## src/rtl/sccomp_reg_viewer.sv

```systemverilog
// Register viewer for sccomp: selects a register over reg_sel, captures reg_data, and
// scans it onto an 8-digit 7-segment display. Optional build macro: REG_VIEWER_INDEX_EN.
module sccomp_reg_viewer #(
    parameter int CLK_DIV      = 100000,
    parameter int DWELL_FRAMES = 256
) (
    input  logic        clk,
    input  logic        rst,
    input  logic        mode_auto,
    input  logic [4:0]  sw_sel,
    input  logic [31:0] reg_data,
    output logic [4:0]  reg_sel,
    output logic [7:0]  seg_an,
    output logic [7:0]  seg_cat
);

    localparam int PW = (CLK_DIV > 1) ? $clog2(CLK_DIV) : 1;
    localparam int FW = (DWELL_FRAMES > 1) ? $clog2(DWELL_FRAMES) : 1;
    localparam logic [PW-1:0] PRESC_MAX = PW'(CLK_DIV - 1);
    localparam logic [FW-1:0] FRAME_MAX = FW'(DWELL_FRAMES - 1);

    typedef enum logic [1:0] {
        RUN    = 2'd0,
        SETTLE = 2'd1,
        LATCH  = 2'd2
    } state_t;

    logic [PW-1:0] presc;
    logic [2:0]    digit;
    logic [FW-1:0] frame_cnt;
    logic [31:0]   shadow;
    state_t        state_q;
    state_t        state_d;
    logic          tick;
    logic          frame_bnd;
    logic          sel_load;
    logic          capture;
    logic [3:0]    nibble;
    logic          dp_on;

    assign tick      = (presc == PRESC_MAX);
    assign frame_bnd = tick && (digit == 3'd7);

    // Active-low segment pattern {g,f,e,d,c,b,a} for a hex nibble.
    function automatic logic [6:0] seg7(input logic [3:0] n);
        case (n)
            4'h0:    seg7 = 7'h40;
            4'h1:    seg7 = 7'h79;
            4'h2:    seg7 = 7'h24;
            4'h3:    seg7 = 7'h30;
            4'h4:    seg7 = 7'h19;
            4'h5:    seg7 = 7'h12;
            4'h6:    seg7 = 7'h02;
            4'h7:    seg7 = 7'h78;
            4'h8:    seg7 = 7'h00;
            4'h9:    seg7 = 7'h10;
            4'hA:    seg7 = 7'h08;
            4'hB:    seg7 = 7'h03;
            4'hC:    seg7 = 7'h46;
            4'hD:    seg7 = 7'h21;
            4'hE:    seg7 = 7'h06;
            default: seg7 = 7'h0E;
        endcase
    endfunction

    // NOTE: sequential state uses non-blocking assignments so every flop samples
    // pre-edge values; blocking here would create order-dependent simulation.
    always_ff @(posedge clk) begin
        if (rst) begin
            presc <= '0;
            digit <= 3'd0;
        end else if (tick) begin
            presc <= '0;
            digit <= digit + 3'd1;
        end else begin
            presc <= presc + PW'(1);
        end
    end

    always_ff @(posedge clk) begin
        if (rst) begin
            frame_cnt <= '0;
        end else if (frame_bnd) begin
            frame_cnt <= (frame_cnt == FRAME_MAX) ? '0 : frame_cnt + FW'(1);
        end
    end

    always_ff @(posedge clk) begin
        if (rst) begin
            state_q <= RUN;
        end else begin
            state_q <= state_d;
        end
    end

    // NOTE: every always_comb output gets a default first, so no path leaves a
    // signal unassigned and no latch is inferred.
    always_comb begin
        state_d  = state_q;
        sel_load = 1'b0;
        capture  = 1'b0;
        case (state_q)
            RUN: begin
                if (frame_bnd) begin
                    state_d  = SETTLE;
                    sel_load = 1'b1;
                end
            end
            SETTLE: state_d = LATCH;
            LATCH: begin
                capture = 1'b1;
                state_d = RUN;
            end
            default: state_d = RUN;
        endcase
    end

    // Boundaries that land in SETTLE/LATCH (tiny CLK_DIV) never reach sel_load.
    always_ff @(posedge clk) begin
        if (rst) begin
            reg_sel <= 5'd0;
        end else if (sel_load) begin
            if (!mode_auto) begin
                reg_sel <= sw_sel;
            end else if (frame_cnt == FRAME_MAX) begin
                reg_sel <= reg_sel + 5'd1;
            end
        end
    end

    always_ff @(posedge clk) begin
        if (rst) begin
            shadow <= 32'd0;
        end else if (capture) begin
            shadow <= reg_data;
        end
    end

`ifdef REG_VIEWER_INDEX_EN
    logic [4:0] shown_sel;

    // Index latched alongside shadow so the label always matches the value shown.
    always_ff @(posedge clk) begin
        if (rst) begin
            shown_sel <= 5'd0;
        end else if (capture) begin
            shown_sel <= reg_sel;
        end
    end

    always_comb begin
        nibble = shadow[{digit, 2'b00} +: 4];
        dp_on  = 1'b0;
        case (digit)
            3'd7: nibble = {3'b000, shown_sel[4]};
            3'd6: begin
                nibble = shown_sel[3:0];
                dp_on  = 1'b1;
            end
            default: ;
        endcase
    end
`else
    always_comb begin
        nibble = shadow[{digit, 2'b00} +: 4];
        dp_on  = 1'b0;
    end
`endif

    always_ff @(posedge clk) begin
        if (rst) begin
            seg_an  <= 8'hFF;
            seg_cat <= 8'hFF;
        end else begin
            seg_an  <= ~(8'h01 << digit);
            seg_cat <= {~dp_on, seg7(nibble)};
        end
    end

endmodule
```

## config.mk

```make
export PLATFORM = sky130hd
export DESIGN_NAME = sccomp_reg_viewer
export DESIGN_NICKNAME = d
export VERILOG_FILES = /design/src/rtl/sccomp_reg_viewer.sv
export SDC_FILE = /design/constraint.sdc
export NUM_CORES = 1
export LEC_CHECK = 0
export CORE_ASPECT_RATIO = 0.8
export CORE_MARGIN = 2
export CORE_UTILIZATION = 30
export DETAILED_ROUTE_END_ITERATION = 7
export HOLD_SLACK_MARGIN = 0.03
export RECOVER_POWER = 100
export SLEW_MARGIN = 20
export SYNTH_ARGS = -nofsm -noshare
export SYNTH_HDL_FRONTEND = slang
export SYNTH_SLANG_ARGS = --single-unit
```

## constraint.sdc

```tcl
create_clock -name clk -period 7.4 [get_ports clk]
set_input_delay 2.22 -clock clk [delete_from_list [all_inputs] [get_ports clk]]
set_output_delay 2.22 -clock clk [all_outputs]
set_load 0.02 [all_outputs]
```

# Word level (Yosys, flattened, before mapping)
# Memory sizes are Yosys's and may differ from the RTL's. A register that Yosys moved wholly into a read port is not among the register bits.
# Index checks and enable logic that the tools add are counted.
[word_totals]
regBits = 76
romBits = 112
inputBits = 40
out_inout_bits = 21
word_cells = 35
n_memories = 1
[classes]
n_addsub = 4
eq_ne = 7
shifts = 2
mux = 8
bitwise = 1
reduce_logical = 4
[memory_table]
columns = ["memory", "depth", "width", "read_ports", "rd_ports_with_merged_regs", "wr", "line_no", "text"]
rows = [
  ["(name not given)", 16, 7, 1, 1, 0, "46", "case (n)"],
]
[ops]
columns = ["op", "n"]
rows = [
  ["32-bit by 6-bit indexed part select with 4-bit output", 1],
  ["17-bit by 1-bit adder with 17-bit output, second input constant", 1],
  ["17-bit equality test, second input constant", 1],
  ["5-bit 2-to-1 mux", 2],
  ["8-bit by 1-bit adder with 8-bit output, second input constant", 1],
  ["8-bit equality test, second input constant", 1],
  ["8-bit 2-to-1 mux", 1],
  ["8-bit NOT", 1],
  ["1-bit by 3-bit << shifter with 8-bit output, first input constant", 1],
  ["5-bit by 1-bit adder with 5-bit output, second input constant", 1],
  ["2-bit one-hot mux with 2 select lines", 1],
  ["3-bit by 1-bit adder with 3-bit output, second input constant", 1],
  ["3-bit equality test, second input constant", 1],
  ["1-bit 2-to-1 mux", 3],
  ["2-bit by 1-bit equality test with 1-bit output, second input constant", 1],
  ["2-bit equality test, second input constant", 1],
  ["2-bit zero test", 1],
  ["2-bit 2-to-1 mux", 1],
  ["2-bit by 1-bit inequality test with 1-bit output, second input constant", 1],
  ["2-bit inequality test, second input constant", 1],
  ["2-bit AND reduction", 1],
  ["2-bit OR reduction", 1],
  ["1-bit logical AND", 1],
]

# Logic depth before layout (Yosys ltp)
[logic_depth]
word_depth = 5
depth_mapped = 10
mapped_depth_nobuf = 9

# Least setup slack after synthesis
# Ideal clock, no wire load.
[synth_timing]
kind = "input-to-reg"
startpoint = "in mode_auto"
endpoint = "reg reg_sel[1]"
setup_ns = 0.128
arrival_ns = 2.982
required_time_ns = 7.272
setup_slack_ns = 4.291
stages = 4
path_buffers = 1
cell_sequence = "clkbuf_1 > mux2_2 > mux2i_1 > nor2_1"
[synth_via]
elab_chain_cells = 2
[synth_rtl]
columns = ["element", "line_no", "text"]
rows = [
  ["start, declared", "9", "input logic mode_auto,"],
  ["2-bit by 1-bit inequality test with 1-bit output (no source line)", "--", ""],
  ["2-bit AND reduction (no source line)", "--", ""],
  ["end signal, assigned", "124", "reg_sel <= sw_sel;"],
  ["end signal, assigned", "126", "reg_sel <= reg_sel + 5'd1;"],
  ["end, declared", "12", "output logic [4:0] reg_sel,"],
]
# Several ways; a longest one is shown, not always the timed one.
# A chain may end at the register's enable or synchronous reset.

# Worst setup path in the final report
[layout_timing]
startpoint = "in rst"
endpoint = "reg presc[14]"
[layout_via]
elab_chain_cells = 1
[layout_rtl]
columns = ["element", "line_no", "text"]
rows = [
  ["start, declared", "8", "input logic rst,"],
  ["2-bit OR reduction (no source line)", "--", ""],
  ["end signal, assigned", "76", "presc <= presc + PW'(1);"],
  ["end, declared", "28", "logic [PW-1:0] presc;"],
]
# Every way passes these cells.

==> key figures <==
Status
  – Status: complete, but fails checks
  – Failing checks: max-capacitance violations, max-slew violations

Floorplanning
  – Die span in y: 103.3 um
  – Die Area: 0.01324 mm^2
  – Ports: 61
  – Rows: 36
  – Initial Utilization: 30.52%
  – Core area: 0.01212 mm^2
  – Die W: 128.1 um

Critical path
  – Worst-path fanout max: 65
  – CP arrival: 4.94 ns
  – Worst setup path class: in -> reg
  – Slowest cell on crit path: clkbuf_1
  – Worst path max stage delay: 1.90 ns
  – Crit. End Element: flop
  – Req. time, crit path: 7.60 ns
  – Number of buffers and inverters on the critical path: 1
  – Flop2flop setup slack: 4.35 ns
  – Top cell family by delay on the critical path: buffers and inverters
  – Critical Path Source Type: primary input
  – Cells along the critical path: clkbuf_1 > nand2b_1 > nor2_1

Routing
  – Routed len/inst: 13.45 um
  – WL final: around 8.5 mm
  – Antenna viol nets, final: 0
  – DRC: 0
  – Initial DRT Pass Iterations: 4
  – DR vias: 3,062
  – DRT iter0 DRCs: roughly 210
  – Via density: 4.868

GRT
  – Total grt overflow: 0
  – Global-route wire length before repair: 14.07 mm
  – Gr usage total: 13.58%
  – Pin count of the biggest net entering global routing: 66
  – Number of global-route vias before repair: 2,916
  – Initial antenna violation count: 0

Timing
  – Final setup viols: 0
  – Max-slew violation count: between 60 and 70
  – Setup WS post-layout: about 2.7 ns
  – Tcrit/Tclk final: between 60 and 70%
  – Tmin final: roughly 4.7 ns
  – Skew final: 0.005711 ns
  – Setup TNS: 0 ns
  – Max-slew headroom: -81.89%
  – Fmax: 211.1 MHz
  – RSZ-0062 raised after global routing: no
  – Final hold vios: 0
  – Worst Tran Pin Value: 2.728 ns

Cells and area
  – Ant diodes: 0
  – Layout Area Growth over Synthesis: 26.69%
  – Filler Cell Count: 1,197
  – Utilization after layout: between 30% and 40%
  – Final Net Count: 526
  – Layout cells sized above 1: under 10%

Logic synthesis
  – Async SR Flop Fraction: 0%
  – Synth Flop Type: dfxtp_1
  – Post-Syn Instances: 426
  – Mean post-synth cell area: 8.682 um^2
  – Mapped cell area: between 0.003 and 0.004 mm^2
  – Ys Warns: 0
  – Unique masters post-synth: 54
  – Post-synth EDFFs: 0
  – Syn nets: 480
  – Register area share after synthesis: 44.38%
  – Yosys reg bits: approximately 80

Pwr
  – Power per cell area: 206.0 mW/mm^2
  – Pleak: between 1.5 and 2 nW
  – VDD IR-drop max: 0.1105 mV

Clocking
  – Clock latency on the worst-skew pair: 0.34 ns
  – Clock transition at the registers of the reported paths: ~0.06 ns
  – CTS Hold Buffers Added: 0
  – H-tree Lvls: 3
  – CTS Buffer Depth: 2
  – CTS tree: yes
  – CTS sink cnt: 82
  – Post-CTS Setup Bufs: 0
  – PostCTS Resize Cnt: 0
  – Clock tree root buffer cell: clkbuf_16
  – CTS Buf Count: 9

Placed design
  – Worst slack, placed: ~3.4 ns
  – Hpwl dp: 5.861 mm
  – Routability cong.: between 0.7 and 0.8
  – Input/output buffers: 59

Flow run
  – Max cap viols: 1

Hold path
  – Hold Path Class: reg -> reg
synthesized netlist by cell type (2+ instances only):
cell | count | area [um^2]
mux2_2 | 2 | 22.52
mux2i_1 | 9 | 90.09
and4bb_1 | 2 | 25.02
a21oi_1 | 47 | 235.2
nor4_1 | 2 | 12.51
nand2_1 | 90 | 337.8
mux4_2 | 6 | 135.1
dfxtp_1 | 82 | 1642
buf_1 | 2 | 7.510
nor2b_1 | 4 | 25.02
and4_1 | 3 | 26.28
buf_2 | 4 | 20.02
nand3_1 | 12 | 60.06
nor3b_1 | 2 | 15.01
clkbuf_1 | 14 | 52.55
ha_1 | 14 | 175.2
a221o_1 | 3 | 30.03
a211oi_1 | 2 | 15.01
xnor2_1 | 8 | 70.07
nor2_1 | 37 | 138.9
inv_2 | 2 | 7.510
o41ai_1 | 2 | 17.52
buf_6 | 2 | 22.52
nand2_2 | 2 | 12.51
nand4_1 | 5 | 31.28
or3_1 | 3 | 18.77
nor3_1 | 10 | 50.05
inv_1 | 9 | 33.78
o21ai_0 | 5 | 25.02
buf_4 | 2 | 15.01
a311oi_1 | 2 | 17.52
xor2_1 | 11 | 96.34
nand2b_1 | 5 | 31.28
cell families after synthesis:
| logic type | Yosys count | synth area share, % |
|---|---|---|
| AO/OA/AOI/OAI | 72 | 11.54 |
| XOR/XNOR | 19 | 4.499 |
| adder cells (fa/ha/maj) | 14 | 4.736 |
| buffers and inverters | 35 | 4.296 |
| flip-flops | 82 | 44.38 |
| multiplexers | 19 | 7.612 |
| other | 1 | 0.1014 |
| AND/OR/NAND/NOR | 184 | 22.83 |
final timing paths:
kind | startpoint | end | cells after the start
min reg2reg | shadow[5] | shadow[5] | 2
max reg2reg | digit[0] | seg_cat[3] | 8
min | shadow[5] | shadow[5] | 2
max | rst | presc[14] | 3
cell usage in the layout, fill, tap and decap left out, drive strengths merged, types with 4 or more instances in the layout:
cell / count
nand2: 92
o21ai: 6
xor2: 11
nor2b: 4
nor2: 38
nand4: 5
clkbuf: 12
inv: 11
a21oi: 47
ha: 14
nor3: 10
nand2b: 5
dfxtp: 82
mux2i: 10
mux4: 6
dlygate4sd3: 20
nand3: 12
clkdlybuf4s50: 38
xnor2: 8
registers in the layout (all words and copies together) (netlist names):
signal     flops
seg_cat        7
state_q        2
shadow        32
digit          3
reg_sel        5
seg_an         8
frame_cnt      8
presc         17
per-layer routing:
layer / GRT usage (%) / vias up / share of wire, %
li1: - / 1548 / -
met1: 17.17 / 1434 / 49
met2: 22.13 / 71 / 45
met3: 4.218 / 9 / 4.9
met4: 4.987 / 0 / 1.2
met5: 0 / - / 0
layout make-up:
type	count	area [um^2]	share of cell area, %
timing repair buffer	59	584.3	12.47
sequential	82	1642	35.03
clock buffer	11	242.7	5.180
clock inverter	5	77.57	1.656
tap	152	190.2	4.059
multi-input combinational	309	1908	40.72
inverter	11	41.29	0.8812
power by group:
| group | internal (W) | total, W | switching (W) | leakage (nW) |
|---|---|---|---|---|
| clock | 0.000303 | 0.000476 | 0.000173 | 0.156 |
| combinational | 0.0000247 | 0.0000421 | 0.0000174 | 0.827 |
| sequential | 0.000445 | 0.000447 | 0.00000194 | 0.664 |
| total | 0.000773 | 0.000965 | 0.000192 | 1.65 |
worst reg2reg max path: cells and delay by family, from the launching register on:
family,cells,cell delay [ns]
AOI/OAI and AO/OA,2,0.52
adders and majority gates,1,0.24
buffers and inverters,2,0.24
DFF,1,0.81
muxes,2,1.04
and+or+nand+nor,1,0.06
metrics by stage:
| step | area [um^2] | instances | total power [W] | hold WS, ns |
|---|---|---|---|---|
| floorplan | 3699 | 426 | 0.0004728 | 0.4322 |
| global route | 4686 | 629 | 0.0009993 | 0.4777 |
| global placement | 4359 | 613 | 0.0004986 | 0.4390 |
| detailed placement | 4359 | 613 | 0.0004995 | 0.4471 |
| finish | 4686 | 629 | 0.0009653 | 0.4535 |
| CTS | 4679 | 629 | 0.0009794 | 0.4552 |
(Power assumes the default switching activity.)
